==> config.mk <==
export PLATFORM = sky130hd
export DESIGN_NAME = step_dir_sequencer_flat
export DESIGN_NICKNAME = d
export VERILOG_FILES = /design/src/rtl/step_dir_sequencer_pkg.sv /design/src/rtl/step_dir_sequencer_if.sv /design/src/rtl/step_dir_sequencer_cmd_fifo.sv /design/src/rtl/step_dir_sequencer.sv /design/src/flat_wrapper.sv
export SDC_FILE = /design/constraint.sdc
export NUM_CORES = 1
export LEC_CHECK = 0
export BUFFER_PORTS_ARGS = -buffer_cell sky130_fd_sc_hd__buf_2
export CORE_ASPECT_RATIO = 1.1
export CORE_MARGIN = 3
export CORE_UTILIZATION = 30
export DETAILED_ROUTE_END_ITERATION = 10
export GPL_TIMING_DRIVEN = 0
export PLACE_DENSITY_LB_ADDON = 0.15
export RECOVER_POWER = 100
export REMOVE_ABC_BUFFERS = 1
export SLEW_MARGIN = 10
export SYNTH_ARGS = -nofsm -noshare
export SYNTH_HDL_FRONTEND = slang
export SYNTH_HIERARCHICAL = 1
export SYNTH_SLANG_ARGS = --single-unit
==> constraint.sdc <==
create_clock -name clk -period 3.55 [get_ports clk]
set_input_delay 0.355 -clock clk [delete_from_list [all_inputs] [get_ports clk]]
set_output_delay 0.355 -clock clk [all_outputs]
set_load 0.01 [all_outputs]
==> src/rtl/step_dir_sequencer_pkg.sv <==
// Shared widths and FSM encoding for the step/dir sequencer.
// Optional position counter is enabled by STEP_SEQ_POSITION_EN.
package step_dir_sequencer_pkg;

  localparam int DEF_DEPTH    = 4;
  localparam int DEF_STEP_W   = 32;
  localparam int DEF_PERIOD_W = 24;
  localparam int DEF_TIME_W   = 8;

  typedef enum logic [1:0] {
    SEQ_IDLE,
    SEQ_DSETUP,
    SEQ_PHIGH,
    SEQ_PLOW
  } seq_state_e;

endpackage

==> src/rtl/step_dir_sequencer_if.sv <==
// Move-command handshake from the SPI command block to the sequencer.
// Transfer happens when cmd_valid and cmd_ready are both high.
interface step_dir_sequencer_if
  import step_dir_sequencer_pkg::*;
#(
  parameter int STEP_W   = DEF_STEP_W,
  parameter int PERIOD_W = DEF_PERIOD_W
);

  logic                cmd_valid;
  logic                cmd_ready;
  logic                cmd_dir;
  logic [STEP_W-1:0]   cmd_steps;
  logic [PERIOD_W-1:0] cmd_period;

  modport master (
    output cmd_valid, cmd_dir,
    output cmd_steps, cmd_period,
    input  cmd_ready
  );

  modport slave (
    input  cmd_valid, cmd_dir,
    input  cmd_steps, cmd_period,
    output cmd_ready
  );

endinterface

==> src/rtl/step_dir_sequencer_cmd_fifo.sv <==
// Command FIFO holding {dir, steps, period}; registered count.
// DEPTH must be a power of two so pointers wrap naturally.
module step_dir_sequencer_cmd_fifo
  import step_dir_sequencer_pkg::*;
#(
  parameter  int W     = 1 + DEF_STEP_W + DEF_PERIOD_W,
  parameter  int DEPTH = DEF_DEPTH,
  localparam int AW    = $clog2(DEPTH)
) (
  input  logic         clk,
  input  logic         reset,
  input  logic         push,
  input  logic         pop,
  input  logic         flush,
  input  logic [W-1:0] wdata,
  output logic [W-1:0] rdata,
  output logic         full,
  output logic         empty,
  output logic [AW:0]  count
);

  logic [W-1:0]  mem [DEPTH];
  logic [AW-1:0] wr_ptr;
  logic [AW-1:0] rd_ptr;

  assign full  = (count == (AW+1)'(DEPTH));
  assign empty = (count == '0);
  assign rdata = mem[rd_ptr];

  always_ff @(posedge clk or posedge reset) begin
    if (reset) begin
      wr_ptr <= '0;
      rd_ptr <= '0;
      count  <= '0;
    end else if (flush) begin
      wr_ptr <= '0;
      rd_ptr <= '0;
      count  <= '0;
    end else begin
      if (push)
        wr_ptr <= wr_ptr + 1'b1;
      if (pop)
        rd_ptr <= rd_ptr + 1'b1;
      if (push && !pop)
        count <= count + 1'b1;
      else if (pop && !push)
        count <= count - 1'b1;
    end
  end

  always_ff @(posedge clk) begin
    if (push)
      mem[wr_ptr] <= wdata;
  end

endmodule

==> src/rtl/step_dir_sequencer.sv <==
// Buffered step/dir pulse generator with direction setup delay.
// Define STEP_SEQ_POSITION_EN to add a signed step position output.
module step_dir_sequencer
  import step_dir_sequencer_pkg::*;
#(
  parameter int DEPTH    = DEF_DEPTH,
  parameter int STEP_W   = DEF_STEP_W,
  parameter int PERIOD_W = DEF_PERIOD_W,
  parameter int TIME_W   = DEF_TIME_W
) (
  input  logic                clk,
  input  logic                reset,
  step_dir_sequencer_if.slave cmd,
  input  logic                enable,
  input  logic                halt,
  input  logic [TIME_W-1:0]   pulse_width,
  input  logic [TIME_W-1:0]   dir_setup,
  output logic                step,
  output logic                dir,
  output logic                move_done,
  output logic                buffer_dtr,
  output logic                busy,
  output logic [STEP_W-1:0]   steps_remaining
`ifdef STEP_SEQ_POSITION_EN
  ,
  output logic signed [31:0]  position
`endif
);

  localparam int FW = 1 + STEP_W + PERIOD_W;
  localparam int CW = $clog2(DEPTH);

  seq_state_e          state, state_n;
  logic [PERIOD_W-1:0] cnt, cnt_n;
  logic [PERIOD_W-1:0] period_q, period_n;
  logic [PERIOD_W-1:0] hi, ds, lo;
  logic [PERIOD_W:0]   diff;
  logic [STEP_W-1:0]   rem_n, rd_steps;
  logic [PERIOD_W-1:0] rd_period;
  logic [FW-1:0]       rd_data;
  logic [CW:0]         count;
  logic rd_dir, full, empty;
  logic push, pop, flush, rise, last, abort;
  logic step_n, dir_n, done_n;

  assign cmd.cmd_ready = !full && !halt;
  assign buffer_dtr    = cmd.cmd_ready;
  assign push = cmd.cmd_valid && cmd.cmd_ready;
  assign busy = (state != SEQ_IDLE) || (count != '0);
  assign {rd_dir, rd_steps, rd_period} = rd_data;
  assign last = (cnt <= PERIOD_W'(1));

  step_dir_sequencer_cmd_fifo #(
    .W     (FW),
    .DEPTH (DEPTH)
  ) u_fifo (
    .clk   (clk),
    .reset (reset),
    .push  (push),
    .pop   (pop),
    .flush (flush),
    .wdata ({cmd.cmd_dir, cmd.cmd_steps, cmd.cmd_period}),
    .rdata (rd_data),
    .full  (full),
    .empty (empty),
    .count (count)
  );

  // Low time is computed one bit wider so short periods clamp to 1.
  always_comb begin
    hi = (pulse_width == '0) ? PERIOD_W'(1) : PERIOD_W'(pulse_width);
    ds = (dir_setup == '0) ? PERIOD_W'(1) : PERIOD_W'(dir_setup);
    diff = {1'b0, period_q} - {1'b0, hi};
    lo = (diff[PERIOD_W] || diff == '0) ?
         PERIOD_W'(1) : diff[PERIOD_W-1:0];
  end

  always_comb begin
    state_n  = state;
    cnt_n    = cnt;
    period_n = period_q;
    rem_n    = steps_remaining;
    step_n   = step;
    dir_n    = dir;
    done_n   = 1'b0;
    pop      = 1'b0;
    flush    = 1'b0;
    rise     = 1'b0;
    abort    = 1'b0;
    unique case (state)
      SEQ_IDLE: begin
        if (halt) begin
          abort = 1'b1;
        end else if (enable && !empty) begin
          pop      = 1'b1;
          rem_n    = rd_steps;
          period_n = rd_period;
          if (rd_steps == '0) begin
            done_n = 1'b1;
          end else if (rd_dir != dir) begin
            dir_n   = rd_dir;
            state_n = SEQ_DSETUP;
            cnt_n   = ds;
          end else begin
            state_n = SEQ_PHIGH;
            step_n  = 1'b1;
            cnt_n   = hi;
            rise    = 1'b1;
          end
        end
      end
      SEQ_DSETUP: begin
        if (halt) begin
          abort = 1'b1;
        end else if (enable) begin
          if (last) begin
            state_n = SEQ_PHIGH;
            step_n  = 1'b1;
            cnt_n   = hi;
            rise    = 1'b1;
          end else begin
            cnt_n = cnt - 1'b1;
          end
        end
      end
      // The high phase always runs to completion; halt lands afterwards.
      SEQ_PHIGH: begin
        if (last) begin
          step_n  = 1'b0;
          state_n = SEQ_PLOW;
          cnt_n   = lo;
          rem_n   = (steps_remaining != '0) ?
                    steps_remaining - 1'b1 : '0;
          abort   = halt;
        end else begin
          cnt_n = cnt - 1'b1;
        end
      end
      SEQ_PLOW: begin
        if (halt) begin
          abort = 1'b1;
        end else if (enable) begin
          if (!last) begin
            cnt_n = cnt - 1'b1;
          end else if (steps_remaining == '0) begin
            done_n  = 1'b1;
            state_n = SEQ_IDLE;
          end else begin
            state_n = SEQ_PHIGH;
            step_n  = 1'b1;
            cnt_n   = hi;
            rise    = 1'b1;
          end
        end
      end
      default: state_n = SEQ_IDLE;
    endcase
    if (abort) begin
      state_n = SEQ_IDLE;
      flush   = 1'b1;
      rem_n   = '0;
      step_n  = 1'b0;
      done_n  = 1'b0;
      pop     = 1'b0;
      rise    = 1'b0;
    end
  end

  always_ff @(posedge clk or posedge reset) begin
    if (reset) begin
      state           <= SEQ_IDLE;
      cnt             <= '0;
      period_q        <= '0;
      steps_remaining <= '0;
      step            <= 1'b0;
      dir             <= 1'b0;
      move_done       <= 1'b0;
    end else begin
      state           <= state_n;
      cnt             <= cnt_n;
      period_q        <= period_n;
      steps_remaining <= rem_n;
      step            <= step_n;
      dir             <= dir_n;
      move_done       <= done_n;
    end
  end

`ifdef STEP_SEQ_POSITION_EN
  always_ff @(posedge clk or posedge reset) begin
    if (reset)
      position <= '0;
    else if (rise)
      position <= dir ? position + 32'sd1 : position - 32'sd1;
  end
`endif

endmodule

==> src/flat_wrapper.sv <==
// flat-port wrapper written by rule: the top's interface ports become plain ports
module step_dir_sequencer_flat import step_dir_sequencer_pkg::*;
#(
  parameter int DEPTH    = DEF_DEPTH,
  parameter int STEP_W   = DEF_STEP_W,
  parameter int PERIOD_W = DEF_PERIOD_W,
  parameter int TIME_W   = DEF_TIME_W
)
  (clk, reset, enable, halt, pulse_width, dir_setup, step, dir, move_done, buffer_dtr, busy, steps_remaining, cmd_cmd_valid, cmd_cmd_dir, cmd_cmd_steps, cmd_cmd_period, cmd_cmd_ready);
  step_dir_sequencer_if #(.STEP_W(STEP_W), .PERIOD_W(PERIOD_W)) cmd_i ();
  input  logic clk;
  input  logic reset;
  input  logic enable;
  input  logic halt;
  input  logic [TIME_W-1:0] pulse_width;
  input  logic [TIME_W-1:0] dir_setup;
  output logic step;
  output logic dir;
  output logic move_done;
  output logic buffer_dtr;
  output logic busy;
  output logic [STEP_W-1:0] steps_remaining;
  input wire logic [$bits(cmd_i.cmd_valid)-1:0] cmd_cmd_valid;
  input wire logic [$bits(cmd_i.cmd_dir)-1:0] cmd_cmd_dir;
  input wire logic [$bits(cmd_i.cmd_steps)-1:0] cmd_cmd_steps;
  input wire logic [$bits(cmd_i.cmd_period)-1:0] cmd_cmd_period;
  output wire logic [$bits(cmd_i.cmd_ready)-1:0] cmd_cmd_ready;
  assign cmd_i.cmd_valid = cmd_cmd_valid;
  assign cmd_i.cmd_dir = cmd_cmd_dir;
  assign cmd_i.cmd_steps = cmd_cmd_steps;
  assign cmd_i.cmd_period = cmd_cmd_period;
  assign cmd_cmd_ready = cmd_i.cmd_ready;
  step_dir_sequencer #(.DEPTH(DEPTH), .STEP_W(STEP_W), .PERIOD_W(PERIOD_W), .TIME_W(TIME_W)) u_core (.clk(clk), .reset(reset), .cmd(cmd_i), .enable(enable), .halt(halt), .pulse_width(pulse_width), .dir_setup(dir_setup), .step(step), .dir(dir), .move_done(move_done), .buffer_dtr(buffer_dtr), .busy(busy), .steps_remaining(steps_remaining));
endmodule
Yosys cells after proc, flatten, opt, wreduce, memory -nomap -nowiden
Memories as Yosys holds them, arrays and structs flattened.
Index checks and enable logic that the tools add are counted.

word-level totals
  memories kept = 1
  register bits = 92
  bits of input ports = 78
  bits in writable memories = 228
  word-level logic and storage cells = 155

memories
  name               words  width  read ports  clocked after Yosys merged registers in  wr ports  RTL line                           source
  u_core.u_fifo.mem  4      57     1           0                                        1         step_dir_sequencer_cmd_fifo.sv:22  logic [W-1:0] mem [DEPTH];

operators by class
  bitwise logic cells = 2
  reduce and logical (&&, ||, !) cells = 33
  equality and inequality tests = 25
  order comparisons = 1
  multiplexer cells = 76
  add/sub/neg operators = 7

operator list
  cell                   number
  $mux 24                13
  $mux 32                5
  $pmux 24 s4            1
  $logic_not 32->1       2
  $pmux 32 s2            1
  $mux 2                 17
  $reduce_bool 32->1     1
  $sub 32x1->32 const B  1
  $mux 1                 30
  $logic_not 25->1       1
  $sub 24x24->25         1
  $le 24x1->1 const B    1
  $ne 3x2->1 const B     8
  $sub 24x1->24 const B  1
  $logic_not 8->1        2
  $mux 8                 2
  $ne 2x2->1 const B     6
  $ne 3x1->1 const B     4
  $reduce_and 12->1      1
  $reduce_and 10->1      1
  $mux 3                 3
  $reduce_bool 3->1      3
  $pmux 2 s4             1
  $reduce_and 8->1       1
  other kinds (22)       37

Logic depth before layout (Yosys ltp)
Gate-level depths: netlist of run 1.

  depth after elaboration = 11
  gate-level depth with buffers = 13
  depth with buffers taken out = 13

Modules after synthesis
Netlist of run 1, hierarchy kept.

modules (own cells, without submodules)
  module                       seq. area each (sq um)  cells each  instances  area each (sq um)
  step_dir_sequencer_cmd_fifo  7021.7                  342         1          8670.8
  step_dir_sequencer           2127.0                  730         1          6135.9

Worst setup path after synthesis of run 1
OpenSTA, ideal clock, no wires.

  path type = input to register
  from = in pulse_width[5]
  to = reg u_core.cnt[0]
  path slack = 0.292 ns
  buffers on the path = 0
  cell stages on the path = 13
  data arrival time = 3.164 ns
  data required time = 3.456 ns
  setup time = 0.094 ns
  cell sequence = inv_1 > a41oi_1 > inv_1 > ha_1 > fa_1 > nor2b_1 > o2111ai_1 > a21boi_1 > a2111oi_1 > or3_1 > a2111oi_0 > a31oi_1 > a211oi_1

between the ends
  longest elaborated chain between the ends = 8

ends and longest elaborated chain
  element               RTL line                   source
  from (decl)           flat_wrapper.sv:15         input logic [TIME_W-1:0] pulse_width;
  $logic_not 8->1       step_dir_sequencer.sv:71   hi = (pulse_width == '0) ? PERIOD_W'(1) : PERIOD_W'(pulse_width);
  $mux 8 (*)            step_dir_sequencer.sv:71
  $sub 24x24->25        step_dir_sequencer.sv:73   diff = {1'b0, period_q} - {1'b0, hi};
  $logic_not 25->1      step_dir_sequencer.sv:74   lo = (diff[PERIOD_W] || diff == '0) ?
  $logic_or 1x1->1      step_dir_sequencer.sv:74
  $mux 24               step_dir_sequencer.sv:74
  $mux 24               step_dir_sequencer.sv:128  if (last) begin
  $pmux 24 s4 (*)       step_dir_sequencer.sv:90   unique case (state)
  to (signal assigned)  step_dir_sequencer.sv:180  cnt <= cnt_n;
  to (decl)             step_dir_sequencer.sv:34   logic [PERIOD_W-1:0] cnt, cnt_n;

Mark *: on every way between the ends. The rest lies on a longest branch, timed or not. The select of a mux whose other input is x is not followed.
A chain may end at the register's enable or synchronous reset.

Worst setup path after layout of run 1
  from = reg u_core.cnt[19]
  to = reg u_core.steps_remaining[15]

between the ends
  longest elaborated chain between the ends = 5

ends and longest elaborated chain
  element                                       RTL line                   source
  $le 24x1->1 (*)                               step_dir_sequencer.sv:51   assign last = (cnt <= PERIOD_W'(1));
  $mux 1                                        step_dir_sequencer.sv:128
  $pmux 1 s2                                    step_dir_sequencer.sv:90
  $ne 3x1->1 (no line) (tied with other cells)  n/a
  $reduce_and 4->1 (no line)                    n/a
  to (signal assigned)                          step_dir_sequencer.sv:182  steps_remaining <= rem_n;
  to (decl)                                     step_dir_sequencer.sv:23   output logic [STEP_W-1:0] steps_remaining

Mark *: on every way between the ends. The rest lies on a longest branch, timed or not.

==> out/metrics.cfg, run 1 <==
[min_path]
hold_depth = 1
hp-class = primary input to flop
min_delay_worst_endpoint = u_core/u_fifo/mem[1][27]
hold_start = cmd_cmd_steps[3]

[die]
initial_core_util_pct = 30.6
coreArea_um2 = 48300
chipHeight_um = 239
die_w_um = 218
num_rows = 84
io-pin-count = 116
die_area_um2 = 52100

[finish]
final_cells = 1907
antenna_cells = 0
finalNetCount = 1336
syn_to_final_growth_pct = 19.6
layout-drive-gt1-share_pct = 16.6
utilization_pct = 36.6

[yosys]
async_flop_share_pct = 28.7
ys_ff_latch = 320
yosys-top-cells-count = 228 x edfxtp_1, 92 x dfrtp_1, 81 x o21ai_0, 75 x nor2_1, 72 x nand2_1
ys_seq_area_share_pct = 61.8
synth_top_cells_by_area = edfxtp_1 46%, dfrtp_1 16%, mux4_2 8.7%
synth_cells = 1072
synth_top_area_share_pct = 46.2
syn_avg_cell_area_um2 = 13.8
synth-edff-count = 228
ys.flop_type = edfxtp_1
yosysWarnings = 6
synthesis.area_um2 = 14800
yosysTopAreaCell = edfxtp_1
yosysMostFrequentCell = edfxtp_1
synthDistinctLibCells = 83

[critical_path]
cp.required_ns = 3.98
cpPeakStageDelay_ns = 0.74
r2r-start = u_core/cnt[19]
reg2reg_slack_ns = 0.18
startpoint_type = flop
cpMaxStageDelayCell = nor3_2
worstPathArrival_ns = 3.80
r2r_cells = 8
crit_fanout = 19
crit_chain = or4_4, nor3_4, and4_1, o22ai_4, nor3_2, clkbuf_2, nand2_1, o311ai_0
r2r-end = u_core/steps_remaining[15]
worstSetupEndpointType = flop
worst-setup-path-type = flop to flop
crit_start = u_core/cnt[19]

[pwr]
powerDensity_nw_per_um2 = 810
sw_frac_of_total_pct = 37.1
pwr-share-clk_pct = 26.4
p_int_w = 0.00903
power_leakage_nw = 6.03
p_switching_w = 0.00532
seqPwrFrac_pct = 37.2
comb_power_share_pct = 36.4
ir_drop_mv = 0.426

[clock_tree]
cts_buffers = 38
cts.htree.levels = 2
insertion_delay_ns = 0.55
cts.path.max_buffers = 3
root_buffer = clkbuf_16
cts_sinks = 320
clk_pin_slew_ns = 0.06
cts_tree = built

[place]
gp_congestion = 0.862
io_buffers = 115
post-place-cells = 1798
hpwl_um = 27500
preCtsSetupSlack_ns = -0.935

[detailed_routing]
via_per_inst = 5.16
drc = 0
firstDrtPassIters = 5
wl_per_cell_um = 21.3
drt-initial-drc-count = 717
vias = 9847
totalWireLength_um = 40600
ant_nets = 0

[timing]
hold_viol = 0
fmax_mhz = 297
fin_ws_ns = 0.183
whs_ns = 0.0849
worst_pin_slew_ns = 1.82
slew_headroom_pct = -21.7
post-route-min-period_ns = 3.37
clock_skew_ns = 0.0261
rsz0062_at_grt = no
finalCritPeriodShare_pct = 94.9
report.final.slew_viol_count = 119
setup_viol = 0

[flow_run]
drv_cap = 5

[grt]
antenna_found_initial = 0
grt_pass1_wl_um = 62100
grt_max_degree = 51
track_usage_pct = 15.7
grt-ovfl-total = 0
first_global_vias = 10100

[status]
violations = max-capacitance violations, max-slew violations
run_status = complete, but fails checks

==> cells by family after synthesis <==
logic type / Yosys count / synth area share, %
adders and majority gates: 24 / 2.13
buffers and inverters: 81 / 2.74
xor gates and xnor gates: 33 / 1.95
and+or+nand+nor: 313 / 11.0
muxes: 85 / 10.8
AOI/OAI and AO/OA: 216 / 9.60
DFF: 320 / 61.8
==> routing by layer <==
metal / share of wire, % / track usage (%) / vias to the layer above
met4: 2.3 / 4.03 / 0
li1: - / - / 4526
met5: 0 / 0 / -
met3: 7.4 / 4.98 / 65
met2: 48 / 26.4 / 287
met1: 42 / 19.8 / 4969
==> worst max-delay path, delay by kind of cell, from the launching register on <==
kind / cells / cell delay (ns)
buffers and inverters: 1 / 0.41
AND/OR/NAND/NOR: 5 / 2.09
AO/OA/AOI/OAI: 2 / 0.36
flip-flops: 1 / 0.41
==> metrics by stage <==
stage,power [W],cell area [um2],setup TNS (ns)
floorplan,0.00868,14500,-32.33
CTS,0.0146,17800,0
detailed placement,0.0105,16200,-21.25
finish,0.0143,17700,0
global route,0.0153,17700,0
global placement,0.0104,15900,-442.73
==> cells in the final DEF, fill, tap and decap left out, drive strengths merged, types with 22 or more instances in the layout <==
master / synthesis / final
edfxtp: 228 / 228
clkbuf: 20 / 156
dfrtp: 92 / 92
o21ai: 83 / 83
nor2: 75 / 75
nand2: 73 / 73
mux4: 57 / 57
nor3: 40 / 40
buf: 26 / 37
inv: 35 / 34
a21oi: 34 / 34
nor4: 32 / 32
dlygate4sd3: 0 / 30
mux2: 24 / 24
ha: 22 / 22
==> flip-flops by register name (all words and copies together) (netlist names), 2 cells and up <==
register	flops
u_core/cnt	24
u_core/u_fifo/rd_ptr	2
u_core/state	2
u_core/u_fifo/mem	228
u_core/u_fifo/count	3
u_core/period_q	24
u_core/u_fifo/wr_ptr	2
u_core/steps_remaining	32
==> power by group through the flow <==
stage                     logic (W)  clock network, W  registers [W]
after floorplan             0.00329                 0        0.00538
after global placement      0.00482                 0        0.00559
after detailed placement    0.00499                 0        0.00547
after CTS                   0.00530           0.00393        0.00533
after global routing        0.00575           0.00409        0.00543
final                       0.00522           0.00379        0.00534
==> worst max-delay path by stage <==
| stage | depth (start not counted) | endpoint |
|---|---|---|
| final | 8 | u_core/steps_remaining[15] |
| after global routing | 9 | u_core/steps_remaining[30] |
| after CTS | 11 | u_core/cnt[0] |
| after detailed placement | 10 | u_core/cnt[22] |
| after global placement | 9 | u_core/cnt[18] |
| after floorplan | 9 | u_core/cnt[22] |
==> area by class of cell <==
class / instances / area [um2]
inverter: 35 / 133
multi-input combinational: 672 / 5360
timing repair buffer: 167 / 1060
tap: 645 / 807
fill: 4780 / 30600
clock inverter: 12 / 156
sequential: 320 / 9160
clock buffer: 56 / 1050
==> repair_timing <==
item,CTS,global route
gates resized for setup,10,12
hold buffers,30,0
buffers inserted,8,2
endpoints found under the hold margin,151,0
pin swaps,3,1
cloned,1,0
setup endpoints to repair,56,32
Power figures use the tool's default switching activity.
==> run 2: changes to the inputs <==
--- a/config.mk
+++ b/config.mk
@@ -10,7 +10,6 @@
 export CORE_MARGIN = 3
 export CORE_UTILIZATION = 30
 export DETAILED_ROUTE_END_ITERATION = 10
-export GPL_TIMING_DRIVEN = 0
 export PLACE_DENSITY_LB_ADDON = 0.15
 export RECOVER_POWER = 100
 export REMOVE_ABC_BUFFERS = 1
==> out/metrics.cfg, run 2 (same netlist as run 1, synthesis figures left out) <==
[status]
run_status = complete, but fails checks
violations = max-capacitance violations, max-slew violations

[finish]
layout_common_cells = 228 x edfxtp_1, 114 x clkbuf_1, 90 x dfrtp_1
reg_top3 = u_core/u_fifo/mem x228, u_core/steps_remaining x32
finalNetCount = 1372  ; +2.7%
antenna_cells = 0  ; unchanged
final_cell_area_um2 = 17700  ; +0.20%
largest_reg_flops = 228  ; unchanged
layout-drive-gt1-share_pct = 17.4  ; +0.85 points
utilization_pct = 36.7  ; +0.073 points
syn_to_final_growth_pct = 19.9
layout_commonest_cell = edfxtp_1
regMostFlops = u_core/u_fifo/mem

[clock_tree]
cts_buffers = 37  ; -2.6%
root_buffer = clkbuf_16
insertion_delay_ns = 0.55  ; about the same
cts.htree.levels = 2  ; unchanged
cts.path.max_buffers = 3  ; unchanged
clk_pin_slew_ns = 0.06  ; about the same
cts_tree = built
cts_sinks = 320  ; unchanged

[timing]
hold_viol = 0  ; unchanged
setup_viol = 0  ; unchanged
rsz0062_at_grt = no
post-route-min-period_ns = 3.31  ; -0.0556 ns
clock_skew_ns = 0.0256  ; -0.000418 ns
finalCritPeriodShare_pct = 93.3  ; -1.6 points
slew_headroom_pct = -50.4  ; -29 points
fmax_mhz = 302  ; +1.7%
worst_pin_slew_ns = 2.26  ; +0.432 ns
report.final.slew_viol_count = 52  ; -56%

[detailed_routing]
ant_nets = 0  ; unchanged
drc = 0  ; unchanged
wl_per_cell_um = 21.1  ; -0.74%
firstDrtPassIters = 8  ; +3
drt-initial-drc-count = 681  ; -5.0%
vias = 9968  ; +1.2%
via_per_inst = 5.13  ; -0.65%
totalWireLength_um = 41000  ; +1.1%

[critical_path]
crit_fanout = 21  ; +2
cpPeakStageDelay_ns = 0.55  ; -0.19 ns
cpMostUsedCell = buf_12
worstPathArrival_ns = 3.72  ; -0.08 ns
cp.required_ns = 3.96  ; -0.02 ns
crit_start = u_core/u_fifo/rd_ptr[0]
r2r-start = u_core/u_fifo/rd_ptr[0]
crit_chain = buf_12, mux4_2, nor4_1, buf_4, nand4_1, nor2_1, o22ai_1, o211a_1, nand2_1, buf_12, o211ai_1
worstSetupEndpointType = flop
cpMaxStageDelayCell = mux4_2
worst-setup-path-type = flop to flop
startpoint_type = flop

[pwr]
power_leakage_nw = 6.14  ; +1.9%
ir_drop_mv = 0.379  ; -11%
p_total_w = 0.0144  ; about the same
powerDensity_nw_per_um2 = 809  ; -0.11%

[die]
die_area_um2 = 52100  ; unchanged
num_rows = 84  ; unchanged
io-pin-count = 116  ; unchanged
die_w_um = 218  ; unchanged
coreArea_um2 = 48300  ; unchanged
chipHeight_um = 239  ; unchanged
initial_core_util_pct = 30.6  ; unchanged

[place]
post_dp_cell_area_um2 = 16500  ; +1.6%
hpwl_um = 29000  ; +5.2%
io_buffers = 115  ; unchanged
gp_congestion = 0.873  ; +1.3%

[grt]
grt_max_degree = 52  ; +2.0%
grt_busiest_layer = met2
grt-ovfl-total = 0  ; unchanged
track_usage_pct = 15.9  ; +0.20 points
grtUsageMet2_pct = 26.7  ; +0.31 points
antenna_found_initial = 1  ; +1
first_global_vias = 10300  ; +2.1%
gr-usage-met1_pct = 20.7  ; +0.96 points
grt.met3_usage_pct = 3.76  ; -1.2 points
grt_pass1_wl_um = 63200  ; +1.8%

[flow_run]
drv_cap = 1  ; -4

[min_path]
hp-class = primary input to flop
hold_start = cmd_cmd_period[18]

[run 2: cell types whose count changed in the layout (fill, tap and decap cells not counted), moves of 4 or more]
cell           previous run  this run
nor4_2                    8         2
nor4_1                   24        30
dlygate4sd3_1            30        34
clkbuf_2                  2        15
buf_4                     6        33
buf_16                    6         0
[run 2: metal layers]
layer | up-vias | routed length (um)
li1 | 4593 | -
met1 | 5059 | 17900
met2 | 269 | 19900
met3 | 45 | 2500
met4 | 2 | 749
met5 | - | 20
[run 2: path summary, 6_finish.rpt]
check                                                 to  slack (ns)  depth (start not counted)
worst max-delay path                      u_core/cnt[16]        0.24                         11
worst min-delay path            u_core/u_fifo/mem[3][18]        0.09                          1
worst max register to register            u_core/cnt[16]        0.24                         11
worst min register to register               u_core/step        0.50                          1
max in group asynchronous            u_core/period_q[15]        0.88                          4
min in group asynchronous        u_core/u_fifo/rd_ptr[1]        0.34                          3
[run 2: through the flow]
| step | instances | hold slack, ns | setup TNS [ns] | worst slack [ns] |
|---|---|---|---|---|
| after detailed placement | 1842 | 0.383 | 0 | 0.0348 |
| after global placement | 1842 | 0.383 | 0 | 0.0463 |
| final | 1943 | 0.0886 | 0 | 0.238 |
| after floorplan | 1026 | 0.158 | -32.33 | -1.14 |
| after CTS | 1943 | 0.000329 | 0 | 0.0847 |
| after global routing | 1943 | 0.0877 | 0 | 0.0201 |
[run 2: critical path: cells and delay by family, from the launching register on]
family	cells	cell delay, ns
muxes	1	0.55
DFF	1	0.44
AOI/OAI and AO/OA	3	0.61
buffers and inverters	3	0.54
and+or+nand+nor	4	1.03
[run 2: cell type report]
cell class / instances / area (um2)
Clock buffer: 54 / 1030
Sequential cell: 320 / 9150
Timing Repair Buffer: 205 / 1210
Clock inverter: 13 / 145
Fill cell: 4765 / 30600
Multi-Input combinational cell: 671 / 5270
Tap cell: 645 / 807
Inverter: 35 / 131
[run 2: what timing repair did]
action	in CTS	in global routing
gates resized for setup	0	2
hold endpoints to repair	187	0
setup buffers	0	0
setup endpoints to repair	0	11
hold buffers	34	0
[run 2: report_power, final]
part | leakage, nW | internal (W) | total [W] | switching (W)
Combinational | 2.34 | 0.00212 | 0.00532 | 0.00320
Sequential | 3.25 | 0.00470 | 0.00536 | 0.000661
Clock | 0.554 | 0.00218 | 0.00368 | 0.00150
